==> src/rtl/turn_sequencer.sv <==
// turn_sequencer: game-move controller for a two-player board game.
// Alternates turns between the triangle and circle players and takes one
// (x,y) submission per turn. It range-checks the coordinate, reads the board
// cell and writes the mover's mark only if the cell is empty. When both
// players have placed MOVES_PER_PLAYER pieces it declares game over.
//
// Ports:
//   clk, reset          system clock, synchronous active-high reset
//   x_in, y_in          coordinate from the input handler
//   coord_valid         level; a rising edge submits a move
//   mem_addr            board cell address (y*BOARD_SIZE + x)
//   mem_rd_en           board read strobe; mem_rd_data valid one cycle later
//   mem_rd_data         cell content, 00 = empty
//   mem_wr_en           board write strobe
//   mem_wr_data         mark to write: 01 = triangle, 10 = circle
//   turn                0 = triangle to move, 1 = circle to move
//   move_accepted       one-cycle pulse on a successful placement
//   move_rejected       one-cycle pulse on a refused move
//   reject_code         01 = out of range, 10 = occupied (00 when not rejecting)
//   tri_count           triangles placed
//   cir_count           circles placed
//   busy                move in progress
//   game_over           all pieces placed
module turn_sequencer #(
  parameter int unsigned BOARD_SIZE       = 10,
  parameter int unsigned ADDR_W           = 7,
  parameter int unsigned MOVES_PER_PLAYER = 8
) (
  input  logic              clk,
  input  logic              reset,
  input  logic [3:0]        x_in,
  input  logic [3:0]        y_in,
  input  logic              coord_valid,
  output logic [ADDR_W-1:0] mem_addr,
  output logic              mem_rd_en,
  input  logic [1:0]        mem_rd_data,
  output logic              mem_wr_en,
  output logic [1:0]        mem_wr_data,
  output logic              turn,
  output logic              move_accepted,
  output logic              move_rejected,
  output logic [1:0]        reject_code,
  output logic [3:0]        tri_count,
  output logic [3:0]        cir_count,
  output logic              busy,
  output logic              game_over
);

  localparam int unsigned CNT_W = 4;

  typedef enum logic [2:0] {
    S_WAIT,
    S_READ,
    S_CHECK,
    S_WRITE,
    S_REJECT,
    S_DONE
  } state_t;

  state_t            state, state_next;
  logic              coord_valid_d;
  logic              submit;
  logic [1:0]        code_next;
  logic [ADDR_W-1:0] addr_next;
  logic              turn_next;
  logic [CNT_W-1:0]  tri_next, cir_next;

  assign submit = coord_valid & ~coord_valid_d;

  // Next-state, move bookkeeping and reject classification
  always_comb begin
    state_next = state;
    code_next  = 2'b00;
    addr_next  = mem_addr;
    turn_next  = turn;
    tri_next   = tri_count;
    cir_next   = cir_count;
    case (state)
      S_WAIT: begin
        if (submit) begin
          if (32'(x_in) >= BOARD_SIZE || 32'(y_in) >= BOARD_SIZE) begin
            state_next = S_REJECT;
            code_next  = 2'b01;
          end else begin
            state_next = S_READ;
            addr_next  = ADDR_W'(y_in) * ADDR_W'(BOARD_SIZE) + ADDR_W'(x_in);
          end
        end
      end
      S_READ: state_next = S_CHECK;
      S_CHECK: begin
        if (mem_rd_data != 2'b00) begin
          state_next = S_REJECT;
          code_next  = 2'b10;
        end else begin
          state_next = S_WRITE;
        end
      end
      S_WRITE: begin
        turn_next = ~turn;
        if (turn) cir_next = cir_count + CNT_W'(1);
        else      tri_next = tri_count + CNT_W'(1);
        if (tri_next == CNT_W'(MOVES_PER_PLAYER) && cir_next == CNT_W'(MOVES_PER_PLAYER))
          state_next = S_DONE;
        else
          state_next = S_WAIT;
      end
      S_REJECT: state_next = S_WAIT;
      S_DONE:   state_next = S_DONE;
      default:  state_next = S_WAIT;
    endcase
  end

  // State, counters and outputs; outputs are registered from the next state
  // so each one is high exactly while the FSM sits in the matching state.
  always_ff @(posedge clk) begin
    if (reset) begin
      state         <= S_WAIT;
      coord_valid_d <= 1'b0;
      turn          <= 1'b0;
      tri_count     <= '0;
      cir_count     <= '0;
      mem_addr      <= '0;
      mem_rd_en     <= 1'b0;
      mem_wr_en     <= 1'b0;
      mem_wr_data   <= 2'b00;
      move_accepted <= 1'b0;
      move_rejected <= 1'b0;
      reject_code   <= 2'b00;
      busy          <= 1'b0;
      game_over     <= 1'b0;
    end else begin
      state         <= state_next;
      coord_valid_d <= coord_valid;
      turn          <= turn_next;
      tri_count     <= tri_next;
      cir_count     <= cir_next;
      mem_addr      <= addr_next;
      mem_rd_en     <= (state_next == S_READ);
      mem_wr_en     <= (state_next == S_WRITE);
      mem_wr_data   <= (state_next == S_WRITE) ? (turn ? 2'b10 : 2'b01) : 2'b00;
      move_accepted <= (state_next == S_WRITE);
      move_rejected <= (state_next == S_REJECT);
      reject_code   <= code_next;
      busy          <= (state_next != S_WAIT) && (state_next != S_DONE);
      game_over     <= (state_next == S_DONE);
    end
  end

endmodule

==> config.mk <==
export PLATFORM = sky130hd
export DESIGN_NAME = turn_sequencer
export DESIGN_NICKNAME = d
export VERILOG_FILES = /design/src/rtl/turn_sequencer.sv
export SDC_FILE = /design/constraint.sdc
export NUM_CORES = 1
export LEC_CHECK = 0
export ABC_AREA = 0
export CORE_ASPECT_RATIO = 0.5
export CORE_MARGIN = 2
export CORE_UTILIZATION = 41
export CTS_CLUSTER_DIAMETER = 200
export DETAILED_ROUTE_END_ITERATION = 10
export PLACE_DENSITY = 0.79
export SYNTH_ARGS = -nofsm -noshare
export SYNTH_HDL_FRONTEND = slang
export SYNTH_SLANG_ARGS = --single-unit
export TNS_END_PERCENT = 1
==> constraint.sdc <==
create_clock -name clk -period 3.9 [get_ports clk]
set_input_delay 0.39 -clock clk [delete_from_list [all_inputs] [get_ports clk]]
set_output_delay 0.39 -clock clk [all_outputs]
set_load 0.01 [all_outputs]
==> impl_metrics.json, run 1 <==
{
  "status": "complete, no violations",
  "fin_nets": 214,
  "rows": 15,
  "path_max_fanout": 4,
  "ant_nets": 0,
  "cts_resized": 0,
  "grt_pass1_wl_um": 4700,
  "die-width_um": 88.4,
  "area_delta_synth_final_pct": 33.1,
  "io_pins": 39,
  "ys_ff_latch": 29,
  "drt_iter0_markers": 55,
  "synth_top_cell_by_area": "dfxtp_1",
  "setup_violations": 0,
  "slew_headroom": 0.384,
  "met3_usage": 0.0591,
  "power.leakage_uw": 0.000791,
  "cts_tree": "built",
  "yosysWarnings": 0,
  "ys_seq_area_frac": 0.397,
  "syn_inst": 153,
  "core_area_um2": 3420,
  "grt_pass1_vias": 1057,
  "hp-class": "flip-flop to flip-flop",
  "hpwl_um": 2130,
  "met2_usage": 0.266,
  "slowest_stage": "fa_1",
  "synth_nets": 176,
  "async_reset_ff_frac": 0,
  "syn_avg_cell_area_um2": 9.55,
  "initial_core_util": 0.428,
  "synthDistinctLibCells": 41,
  "routedWlPerCell_um": 11.5,
  "cts.sinks": 29,
  "floorplan.die_area_um2": 4090,
  "path_cells": "clkdlybuf4s50_1 -> ha_1 -> ha_1 -> fa_1 -> o2111ai_1 -> xnor2_1 -> mux2i_1 -> nor2_1",
  "worstPathArrival_ns": 2.43,
  "end_kind": "flip-flop",
  "grt_max_degree": 27,
  "grt_setup_unrepaired": "false",
  "cts.htree.levels": 2,
  "viasPerCell": 4.84,
  "synth_top_area_frac": 0.397,
  "cts-buffers-inserted": 5,
  "cpMostUsedCell": "ha_1",
  "slowest_delay_ns": 0.53,
  "drv_slew": 0,
  "post-route-drc-count": 0,
  "cts.hold.buffers_added": 0,
  "ys_top_cells_by_count": "dfxtp_1 (29), nor2_1 (21), a21oi_1 (9)",
  "track_usage": 0.157,
  "postCtsSetupBuffers": 0,
  "final_core_util": 0.570,
  "synth.cell_area_um2": 1460,
  "synth.most_common_cell": "dfxtp_1",
  "peakVddDrop_uv": 150,
  "clkLatencyLatePin_ns": 0.28,
  "synth_ff_type": "dfxtp_1",
  "chipHeight_um": 46.2,
  "grtUsageMet1": 0.177,
  "start_kind": "input pin",
  "netlist_top_cells_area": "dfxtp_1 (40%), ha_1 (6.8%), nor2_1 (5.4%)",
  "grt.overflow.total": 0,
  "tightest_slew_ns": 0.921,
  "cts.clk_slew.worst_paths_ns": 0.06,
  "synth-edff-count": 0,
  "antenna_found_initial": 0,
  "final-hold-violation-count": 0,
  "num_antenna_cells": 0,
  "setup_tns_ns": 0,
  "cp_data_required_time_ns": 4.03,
  "portBuffers": 38,
  "period_needed_ns": 2.30,
  "wl_um": 2800,
  "nFillCells": 316,
  "power_density_nw_per_um2": 332,
  "worst-setup-path-type": "input pin to flip-flop",
  "cap_violations": 0,
  "drt-pass1-iter-count": 4,
  "routabilityCongestion": 0.841,
  "clockBufferDepth": 2,
  "skew_ns": 0.00578,
  "drive_gt1_frac": 0.109,
  "fmax_mhz": 435,
  "busiest_layer": "met2",
  "vias": 1176,
  "finalCritPeriodShare": 0.589,
  "root_buffer": "clkbuf_8"
}
stage by stage:
stage	total power (uW)	cell area, um2	instances	setup WS [ns]	hold slack [ns]
final	646	1950	243	1.60	0.492
after CTS	656	1950	243	1.61	0.499
after global placement	415	1860	235	1.41	0.484
after global routing	679	1950	243	1.51	0.528
after detailed placement	417	1860	235	1.33	0.484
after floorplan	379	1460	153	1.98	0.518
cells by family after synthesis:
logic type | after synthesis | share of synthesized area
AOI/OAI and AO/OA | 26 | 0.110
DFF | 29 | 0.397
buffers and inverters | 10 | 0.0394
xor gates and xnor gates | 12 | 0.0719
and+or+nand+nor | 61 | 0.251
adders and majority gates | 10 | 0.0959
muxes | 5 | 0.0342
registers in the layout, summed over array words and instances (netlist names):
register,cells
busy,1
cir_count,4
coord_valid_d,1
game_over,1
mem_addr,7
mem_rd_en,1
mem_wr_data,2
move_accepted,1
move_rejected,1
reject_code,2
state,3
tri_count,4
turn,1
report_power, final:
group / internal (uW) / switching [uW] / total (uW)
Clock: 123 / 113 / 236
Combinational: 52.9 / 45.5 / 98.4
Sequential: 305 / 6.79 / 312
layout by cell type, fill, tap and decap left out, types with 3 or more instances in the layout:
cell	count
xor2_1	6
o21ai_0	5
dfxtp_1	29
nor3_1	3
nand2_1	8
clkdlybuf4s50_1	38
clkbuf_8	5
nor3_2	3
nand3_1	4
xnor2_1	6
a21oi_1	9
ha_1	8
inv_1	3
nor2_1	21
mux2i_1	5
nor2b_1	4
critical path, delay by kind of cell:
family                     cells  cell delay, ns
muxes                          1            0.13
AOI/OAI and AO/OA              1            0.15
and+or+nand+nor                1            0.06
xor gates and xnor gates       1            0.15
adders and majority gates      3            1.07
buffers and inverters          1            0.47
cell type report:
type                            count  area (um2)  area share
Tap cell                           51        63.8      0.0328
Timing Repair Buffer               38         380       0.195
Clock buffer                        5        68.8      0.0354
Multi-Input combinational cell    114         823       0.423
Inverter                            3        11.3     0.00579
Sequential cell                    29         581       0.298
Clock inverter                      3        17.5     0.00900
worst paths after layout:
check                   start        endpoint  slack (ns)  cells past startpoint
setup reg to reg     state[0]  mem_wr_data[0]        2.05                      5
setup / recovery      y_in[1]     mem_addr[6]        1.60                      8
hold reg to reg   mem_addr[1]     mem_addr[1]        0.49                      2
hold / removal    mem_addr[1]     mem_addr[1]        0.49                      2
metal layers:
metal  wire [um]  part of all wire  vias up
met5           0                 0        -
met4          13            0.0047        0
met3         131             0.047        2
met2        1360              0.49       26
met1        1290              0.46      552
li1            -                 -      596
Power figures use the tool's default switching activity.
==> run 2, diff against run 1 <==
--- a/config.mk
+++ b/config.mk
@@ -11,7 +11,7 @@
 export CORE_UTILIZATION = 41
 export CTS_CLUSTER_DIAMETER = 200
 export DETAILED_ROUTE_END_ITERATION = 10
-export PLACE_DENSITY = 0.79
+export PLACE_DENSITY = 0.82
 export SYNTH_ARGS = -nofsm -noshare
 export SYNTH_HDL_FRONTEND = slang
 export SYNTH_SLANG_ARGS = --single-unit
==> constraint.sdc (replaced) <==
create_clock -name clk -period 2.1 [get_ports clk]
set_input_delay 0.21 -clock clk [delete_from_list [all_inputs] [get_ports clk]]
set_output_delay 0.21 -clock clk [all_outputs]
set_load 0.01 [all_outputs]
==> run 2 against run 1 <==
Compared with the run above: register-to-register slack lost 1.6 ns; cell count grew 2.9%; utilization grew 2.0 points; die area is the same.
==> impl_metrics.json, run 2 (synthesis results as in run 1) <==
{
  "hpwl_um": 2230,
  "power.leakage_uw": 0.000835,
  "clkLatencyLatePin_ns": 0.28,
  "hp-class": "flip-flop to flip-flop",
  "period_needed_ns": 1.99,
  "grt.overflow.total": 0,
  "top_layer_used": "met4",
  "drt_iter0_markers": 45,
  "post-route-drc-count": 0,
  "mostFrequentLayoutCells": "clkdlybuf4s50_1 (38), dfxtp_1 (29), nor2_1 (21)",
  "drive_gt1_frac": 0.141,
  "track_usage": 0.160,
  "initial_core_util": 0.428,
  "fin_nets": 221,
  "grt_pass1_wl_um": 4720,
  "fin_area_um2": 2010,
  "drv_slew": 0,
  "cts_resized": 0,
  "grt_pass1_vias": 1090,
  "wl_met2_um": 1420,
  "wl_met1_um": 1360,
  "top_regs": "mem_addr (7), cir_count (4), tri_count (4)",
  "setup_violations": 0,
  "slew_headroom": 0.613,
  "critPathCapture": "mem_addr[6]",
  "fmax_mhz": 503,
  "power_density_nw_per_um2": 638,
  "largest-register": "mem_addr",
  "cts.sinks": 29,
  "cap_violations": 0,
  "floorplan.die_area_um2": 4090,
  "dp_cells": 242,
  "largest_reg_flops": 7,
  "cts.clk_slew.worst_paths_ns": 0.06,
  "ant_nets": 0,
  "finalCritPeriodShare": 0.946,
  "grt_max_degree": 17,
  "start_kind": "input pin",
  "area_delta_synth_final_pct": 37.8,
  "skew_ns": 0.00300,
  "r2r_slack_ns": 0.43,
  "power_uw": 1280,
  "portBuffers": 38,
  "startpoint": "y_in[3]",
  "nFillCells": 312,
  "worst-setup-path-type": "input pin to flip-flop",
  "rows": 15,
  "routabilityCongestion": 0.838,
  "routedWlPerCell_um": 11.8,
  "place_area_um2": 1910,
  "antenna_found_initial": 0,
  "cp_data_required_time_ns": 2.28,
  "cts_tree": "built",
  "viasPerCell": 4.84,
  "tightest_slew_ns": 0.580,
  "cts-buffers-inserted": 5,
  "cts.htree.levels": 2,
  "end_kind": "flip-flop",
  "final_common_cell": "clkdlybuf4s50_1",
  "root_buffer": "clkbuf_8",
  "core_area_um2": 3420,
  "final-hold-violation-count": 0,
  "postCtsSetupBuffers": 0,
  "vias": 1209,
  "drt-pass1-iter-count": 5,
  "reg2reg_to": "game_over",
  "wl_um": 2940,
  "die-width_um": 88.4,
  "timing.rr.start": "turn",
  "r2r_cells": 5,
  "io_pins": 39,
  "peakVddDrop_uv": 235,
  "grt_setup_unrepaired": "false",
  "path_max_fanout": 2,
  "cts.hold.buffers_added": 0,
  "clockBufferDepth": 2,
  "route.met3.wl_um": 120,
  "worstPathArrival_ns": 2.16,
  "num_antenna_cells": 0,
  "fin_cells": 250,
  "status": "complete, no violations",
  "chipHeight_um": 46.2
}
[run 2: changes by cell type in the layout (fill, tap and decap cells not counted)]
cell and change:
clkinv_2 -1, clkbuf_8 +2, clkinvlp_4 -1, buf_4 +7
[run 2: final cells by class]
type                       count  area [um2]  share of cell area
multi-input combinational    114         823               0.409
sequential                    29         581               0.288
timing repair buffer          45         433               0.215
clock buffer                   7        96.3              0.0479
tap                           51        63.8              0.0317
inverter                       3        11.3             0.00559
clock inverter                 1        5.00             0.00249
[run 2: routing by layer]
metal	GRT usage	up-vias
met1	0.193	569
met4	0.0848	0
li1	-	610
met2	0.256	26
met5	0	-
met3	0.0591	4
[run 2: worst min-delay path by stage]
stage	cells after the start	startpoint	to	slack, ns
3_3_place_gp	2	mem_addr[1]	mem_addr[1]	0.48
5_1_grt	2	mem_addr[1]	mem_addr[1]	0.53
3_5_place_dp	2	mem_addr[3]	mem_addr[3]	0.49
4_1_cts	2	mem_addr[1]	mem_addr[1]	0.50
6_report	2	mem_addr[1]	mem_addr[1]	0.49
2_1_floorplan	1	coord_valid	coord_valid_d	0.34
[run 2: power by group]
part	total, uW	internal [uW]	switching, uW
clock	510	296	214
sequential	580	567	12.6
combinational	195	109	86.3
total	1280	971	313
[run 2: metrics by stage]
step | setup slack [ns] | setup TNS, ns | hold WS, ns | util
after global routing | 0.0482 | 0 | 0.527 | 0.589
after floorplan | 0.359 | 0 | 0.338 | -
after global placement | -0.0872 | -0.119 | 0.479 | 0.560
after detailed placement | -0.182 | -0.295 | 0.486 | 0.560
final | 0.113 | 0 | 0.491 | 0.589
after CTS | 0.120 | 0 | 0.502 | 0.589
[run 2: worst max-delay path, cell delays in order]
cell and delay [ns]:
clkdlybuf4s50_1 0.50, ha_1 0.24, ha_1 0.21, fa_1 0.52
o2111ai_1 0.15, xnor2_1 0.16, mux2i_1 0.13, nor2_1 0.05
